$ cat src/rtl/instr_fetch_queue.sv
// Instruction fetch queue: buffers fetched words with their PC, decodes register and immediate fields on write.
// Latency: one cycle from push to out_valid (zero when IFQ_BYPASS_EN is defined and the queue is empty).
// Backpressure: in_ready is registered and low while full; the head is held until out_ready; flush empties the queue.
//
// Optional feature macro: IFQ_BYPASS_EN. When it is defined, a word arriving at an empty queue is
// presented combinationally on the outputs. If it is consumed in that cycle, it is never stored.
//
// Ports:
//   clk, reset            clock and synchronous active-high reset
//   in_valid/in_ready     fetch-side handshake; in_instr and in_pc carry the word and its PC
//   flush                 discard every entry (taken branch or jump); wins over a push or pop in the same cycle
//   out_valid/out_ready   datapath-side handshake for the head entry
//   opcode .. out_pc      head entry fields, driven to zero when nothing is valid
//   count                 number of stored entries
module instr_fetch_queue #(
    parameter int         DEPTH    = 4,
    parameter int         PC_W     = 32,
    parameter logic [5:0] OP_STORE = 6'b100001,
    parameter logic [5:0] OP_SWAP  = 6'b111100
) (
    input  logic                      clk,
    input  logic                      reset,
    input  logic                      in_valid,
    output logic                      in_ready,
    input  logic [31:0]               in_instr,
    input  logic [PC_W-1:0]           in_pc,
    input  logic                      flush,
    output logic                      out_valid,
    input  logic                      out_ready,
    output logic [5:0]                opcode,
    output logic [4:0]                read_sel_1,
    output logic [4:0]                read_sel_2,
    output logic [4:0]                write_address,
    output logic [15:0]               immediate,
    output logic [25:0]               jump_imm,
    output logic [PC_W-1:0]           out_pc,
    output logic [$clog2(DEPTH):0]    count
);
    localparam int AW = $clog2(DEPTH);
    localparam int CW = AW + 1;

    typedef struct packed {
        logic [5:0]      op;
        logic [4:0]      rs1;
        logic [4:0]      rs2;
        logic [4:0]      wa;
        logic [15:0]     imm;
        logic [25:0]     jimm;
        logic [PC_W-1:0] pc;
    } entry_t;

    // Read-select routing depends on the opcode. It is resolved here, before storage,
    // so that the output path is only a storage read.
    function automatic entry_t decode(input logic [31:0] w, input logic [PC_W-1:0] pc);
        entry_t e;
        e.op   = w[31:26];
        e.wa   = w[25:21];
        e.imm  = w[15:0];
        e.jimm = w[25:0];
        e.pc   = pc;
        if (w[31:26] == OP_STORE) begin
            e.rs1 = w[25:21];
            e.rs2 = w[20:16];
        end else if (w[31:26] == OP_SWAP) begin
            e.rs1 = w[20:16];
            e.rs2 = w[25:21];
        end else begin
            e.rs1 = w[20:16];
            e.rs2 = w[15:11];
        end
        return e;
    endfunction

    entry_t          mem_q [DEPTH];
    logic [AW-1:0]   wr_ptr_q, wr_ptr_d;
    logic [AW-1:0]   rd_ptr_q, rd_ptr_d;
    logic [CW-1:0]   count_q, count_d;
    logic            in_ready_q, in_ready_d;

    entry_t          in_dec;
    entry_t          head;
    logic            empty;
    logic            byp;
    logic            push_st;
    logic            pop_st;

    assign in_dec = decode(in_instr, in_pc);
    assign empty  = (count_q == '0);

`ifdef IFQ_BYPASS_EN
    assign byp = empty && in_valid && !flush;
`else
    assign byp = 1'b0;
`endif

    // A bypassed word that is taken in the same cycle never occupies a slot.
    assign push_st = in_valid && in_ready_q && !flush && !(byp && out_ready);
    assign pop_st  = !empty && out_ready && !flush;

    always_comb begin
        wr_ptr_d   = wr_ptr_q;
        rd_ptr_d   = rd_ptr_q;
        count_d    = count_q;
        if (flush) begin
            wr_ptr_d = '0;
            rd_ptr_d = '0;
            count_d  = '0;
        end else begin
            if (push_st) wr_ptr_d = wr_ptr_q + AW'(1);
            if (pop_st)  rd_ptr_d = rd_ptr_q + AW'(1);
            count_d = count_q + CW'(push_st) - CW'(pop_st);
        end
        // Registered so that the fetch side sees no combinational path from out_ready.
        in_ready_d = (count_d != CW'(DEPTH));
    end

    always_ff @(posedge clk) begin
        if (reset) begin
            wr_ptr_q   <= '0;
            rd_ptr_q   <= '0;
            count_q    <= '0;
            in_ready_q <= 1'b1;
        end else begin
            wr_ptr_q   <= wr_ptr_d;
            rd_ptr_q   <= rd_ptr_d;
            count_q    <= count_d;
            in_ready_q <= in_ready_d;
        end
    end

    // Storage has no reset. Its contents are never visible while the queue is empty.
    always_ff @(posedge clk) begin
        if (!reset && push_st) mem_q[wr_ptr_q] <= in_dec;
    end

    always_comb begin
        head = '0;
        if (!empty)   head = mem_q[rd_ptr_q];
        else if (byp) head = in_dec;
    end

    assign out_valid     = !empty || byp;
    assign in_ready      = in_ready_q;
    assign count         = count_q;
    assign opcode        = head.op;
    assign read_sel_1    = head.rs1;
    assign read_sel_2    = head.rs2;
    assign write_address = head.wa;
    assign immediate     = head.imm;
    assign jump_imm      = head.jimm;
    assign out_pc        = head.pc;

endmodule
$ cat config.mk
export PLATFORM = sky130hd
export DESIGN_NAME = instr_fetch_queue
export DESIGN_NICKNAME = d
export VERILOG_FILES = /design/src/rtl/instr_fetch_queue.sv
export SDC_FILE = /design/constraint.sdc
export NUM_CORES = 1
export LEC_CHECK = 0
export CELL_PAD_IN_SITES_DETAIL_PLACEMENT = 1
export CELL_PAD_IN_SITES_GLOBAL_PLACEMENT = 1
export CORE_UTILIZATION = 44
export CTS_CLUSTER_DIAMETER = 100
export CTS_CLUSTER_SIZE = 28
export DETAILED_ROUTE_END_ITERATION = 10
export GPL_ROUTABILITY_DRIVEN = 0
export PLACE_DENSITY_LB_ADDON = 0.1
export SKIP_LAST_GASP = 1
export SLEW_MARGIN = 20
export SYNTH_ARGS = -nofsm -noshare
export SYNTH_HDL_FRONTEND = slang
export SYNTH_SLANG_ARGS = --single-unit
$ cat constraint.sdc
create_clock -name clk -period 9.5 [get_ports clk]
set_input_delay 1.9 -clock clk [delete_from_list [all_inputs] [get_ports clk]]
set_output_delay 1.9 -clock clk [all_outputs]
set_load 0.01 [all_outputs]
==> impl_metrics.xml <==
<?xml version="1.0" encoding="UTF-8"?>
<metrics>
  <group name="run_status">
    <metric name="run_status" unit="">complete, no violations</metric>
  </group>
  <group name="critical_path">
    <metric name="critical_path.endpoint_type" unit="">primary output</metric>
    <metric name="start_kind" unit="">flop</metric>
    <metric name="critPathRequiredTime" unit="ns">7.60</metric>
    <metric name="critical_path.max_fanout" unit="">40</metric>
    <metric name="crit_slowest_cell" unit="">sky130_fd_sc_hd__dfxtp_4</metric>
    <metric name="critical_path.max_stage_delay" unit="ns">0.96</metric>
    <metric name="worst_ep_arrival_time" unit="ns">3.56</metric>
    <metric name="type_of_the_worst_setup_path" unit="">flop to primary output</metric>
    <metric name="timing.critical_path.cells" unit="">buf_4 -&gt; mux4_2 -&gt; and2_1 -&gt; clkdlybuf4s50_1</metric>
  </group>
  <group name="synthesis">
    <metric name="synth_flop_cell" unit="">sky130_fd_sc_hd__edfxtp_1</metric>
    <metric name="avg_cell_area_syn" unit="µm²">21.0</metric>
    <metric name="post_synth_inst_count" unit="">573</metric>
    <metric name="yosys_warnings" unit="">0</metric>
    <metric name="synthDistinctLibCells" unit="">34</metric>
    <metric name="synth_sequential_area_ratio" unit="%">75.5</metric>
    <metric name="syn_nets" unit="">649</metric>
    <metric name="syn_area" unit="µm²">12000</metric>
    <metric name="number_of_flops_mapped_to_enable_cells_by_yosys" unit="">296</metric>
    <metric name="postSynthRegisterBits" unit="">306</metric>
    <metric name="postSynth.asyncResetShare" unit="%">0</metric>
  </group>
  <group name="pwr">
    <metric name="power.leakage" unit="nW">4.41</metric>
    <metric name="vdd_drop_max" unit="mV">0.138</metric>
    <metric name="pd_cells" unit="nW/µm²">162</metric>
  </group>
  <group name="clock_tree">
    <metric name="clkSlewWorstSetupHoldPaths" unit="ns">0.10</metric>
    <metric name="tritoncts_clock_tree" unit="">built</metric>
    <metric name="cts_max_level" unit="">1</metric>
    <metric name="clock-root-buffer" unit="">sky130_fd_sc_hd__clkbuf_16</metric>
    <metric name="cts-buffers-inserted" unit="">14</metric>
    <metric name="cts-resized-gates" unit="">0</metric>
    <metric name="cts.repair_timing.setup_buffer_count" unit="">0</metric>
    <metric name="clkSinkCount" unit="">306</metric>
    <metric name="insertion_delay" unit="ns">0.50</metric>
    <metric name="maximum_buffer_depth_of_the_clock_tree" unit="">3</metric>
    <metric name="post_cts_hold_buffer_count" unit="">0</metric>
  </group>
  <group name="sta">
    <metric name="fin_tns_setup" unit="ns">0</metric>
    <metric name="grt_setup_unrepaired" unit="">false</metric>
    <metric name="maxClockFrequency" unit="MHz">183</metric>
    <metric name="fin_skew" unit="ns">0.0111</metric>
    <metric name="setup_ws" unit="ns">4.04</metric>
    <metric name="worst_pin_slew" unit="ns">0.911</metric>
    <metric name="final_critical_path_time_including_i_o_delays_and_setup" unit="ns">5.46</metric>
    <metric name="max-slew-margin-rel" unit="%">39.3</metric>
    <metric name="hold_viol_final" unit="">0</metric>
    <metric name="setup_violations" unit="">0</metric>
    <metric name="timing.final.max_slew_violations" unit="">0</metric>
    <metric name="share_of_the_cycle_needed_by_the_critical_path_after_routing" unit="%">57.5</metric>
  </group>
  <group name="placement">
    <metric name="dp_hpwl" unit="µm">15100</metric>
    <metric name="io_buffer_count" unit="">168</metric>
    <metric name="place_inst" unit="">1039</metric>
    <metric name="dp_slack" unit="ns">4.43</metric>
  </group>
  <group name="global_route">
    <metric name="met1_usage" unit="%">24.7</metric>
    <metric name="grt-busiest-layer" unit="">met2</metric>
    <metric name="grt_use_met2" unit="%">32.2</metric>
    <metric name="grt-ovfl-total" unit="">0</metric>
    <metric name="antenna_violations_before_repair" unit="">1</metric>
    <metric name="grt_max_degree" unit="">76</metric>
    <metric name="grt_first_pass_wirelength" unit="µm">38600</metric>
    <metric name="gr-usage-all-layers" unit="%">18.4</metric>
    <metric name="groute.layer.met3.usage" unit="%">3.17</metric>
    <metric name="first_global_vias" unit="">6414</metric>
  </group>
  <group name="cells_and_area">
    <metric name="multi_input_comb_area" unit="µm²">2670</metric>
    <metric name="fillerInstances" unit="">2406</metric>
    <metric name="syn2layout_area_growth" unit="%">19.3</metric>
    <metric name="finalNonFillerCells" unit="">1059</metric>
    <metric name="layout_commonest_cell" unit="">sky130_fd_sc_hd__edfxtp_1</metric>
    <metric name="antenna_cells_inserted" unit="">0</metric>
    <metric name="design.final.nets" unit="">790</metric>
    <metric name="regArea" unit="µm²">9100</metric>
    <metric name="final_layout_size_suffix_gt1_share" unit="%">15.3</metric>
    <metric name="mostFrequentLayoutCells" unit="">296 x sky130_fd_sc_hd__edfxtp_1, 168 x sky130_fd_sc_hd__clkdlybuf4s50_1, 76 x sky130_fd_sc_hd__and2_1, 74 x sky130_fd_sc_hd__mux4_2, 15 x sky130_fd_sc_hd__clkbuf_16</metric>
  </group>
  <group name="floorplanning">
    <metric name="initial_utilization" unit="%">44.8</metric>
    <metric name="core_area" unit="µm²">26900</metric>
    <metric name="die_x" unit="µm">167</metric>
    <metric name="ios" unit="">169</metric>
    <metric name="die_h" unit="µm">167</metric>
    <metric name="row_cnt" unit="">60</metric>
    <metric name="die-area" unit="µm²">28000</metric>
  </group>
  <group name="detailed_routing">
    <metric name="routedWlPerCell" unit="µm">23.8</metric>
    <metric name="route.antenna.remaining_nets" unit="">0</metric>
    <metric name="route.detailed.vias_per_inst" unit="">5.46</metric>
    <metric name="dr.first_iter.drc_count" unit="">390</metric>
    <metric name="vias" unit="">5784</metric>
    <metric name="residual_drc" unit="">0</metric>
    <metric name="routed_wl" unit="µm">25200</metric>
    <metric name="dr.pass1.iters" unit="">4</metric>
  </group>
  <group name="hold_path">
    <metric name="timing.hold.worst.class" unit="">flop to flop</metric>
  </group>
  <group name="job">
    <metric name="max_cap_viols" unit="">0</metric>
  </group>
</metrics>
worst paths after layout:
| check | start | endpoint | slack (ns) | cells after the start |
|---|---|---|---|---|
| worst max-delay path | flop | jump_imm[22] | 4.04 | 4 |
| worst min register to register | wr_ptr_q[1] | wr_ptr_q[1] | 0.53 | 2 |
| worst max register to register | in_ready | mem_q[3][4] | 7.14 | 3 |
| worst min-delay path | wr_ptr_q[1] | wr_ptr_q[1] | 0.53 | 2 |
sequential cells by signal, indices dropped and copies added (netlist names), named ones only:
signal / count
rd_ptr_q: 2
in_ready: 1
mem_q: 296
wr_ptr_q: 2
count: 3
power by group:
part           switching (W)  total (W)  leakage [nW]  internal [W]
clock network       0.000383   0.000675         0.191      0.000292
logic              0.0000726   0.000154          1.46     0.0000813
registers         0.00000575    0.00150          2.76       0.00149
total               0.000462    0.00233          4.41       0.00187
cell type report:
type                       count  area share (%)
clock buffer                  19            2.72
multi-input combinational    213            18.6
timing repair buffer         175            12.2
sequential                   306            63.4
tap                          341            2.97
clock inverter                 1          0.0262
inverter                       4           0.105
cell usage after synthesis, drive strengths merged, types with 4 or more instances:
| cell type | count | area (µm²) |
|---|---|---|
| o21ai | 6 | 30.0 |
| a31oi | 5 | 31.3 |
| and2 | 76 | 475 |
| mux4 | 74 | 1670 |
| clkbuf | 16 | 60.1 |
| dfxtp | 10 | 200 |
| nor2 | 8 | 30.0 |
| nand4b | 6 | 52.6 |
| mux2 | 5 | 75.1 |
| inv | 4 | 15.0 |
| edfxtp | 296 | 8890 |
| buf | 34 | 225 |
| and3 | 4 | 25.0 |
| ha | 6 | 75.1 |
| nor3 | 5 | 25.0 |
cells by family (layout without fill, tap and decap cells):
group / count (synthesis) / after routing / share of synthesized area [%]
xor gates and xnor gates: 4 / 4 / 0.405
adders and majority gates: 7 / 7 / 0.790
muxes: 79 / 79 / 14.5
DFF: 306 / 306 / 75.5
AOI/OAI and AO/OA: 14 / 14 / 0.686
and+or+nand+nor: 109 / 109 / 5.63
buffers and inverters: 54 / 199 / 2.49
routing by layer:
layer | vias up | part of all wire [%]
met5 | - | 0.052
met4 | 2 | 1.3
met3 | 28 | 3.9
met2 | 129 | 51
met1 | 3082 | 44
li1 | 2543 | -
critical path: cells and delay by family (launching register included):
family	cells	cell delay, ns
AND/OR/NAND/NOR	1	0.21
buffers and inverters	2	1.26
flip-flops	1	0.96
multiplexers	1	0.59
metrics by stage:
step / area (µm²) / hold slack (ns) / total power (W) / util [%]
2_1_floorplan: 12000 / 0.483 / 0.00159 / -
3_3_place_gp: 13900 / 0.492 / 0.00168 / 51.8
3_5_place_dp: 14000 / 0.522 / 0.00169 / 51.9
4_1_cts: 14400 / 0.547 / 0.00236 / 53.4
5_1_grt: 14400 / 0.571 / 0.00240 / 53.4
6_report: 14400 / 0.534 / 0.00233 / 53.4
(Power assumes the default switching activity.)
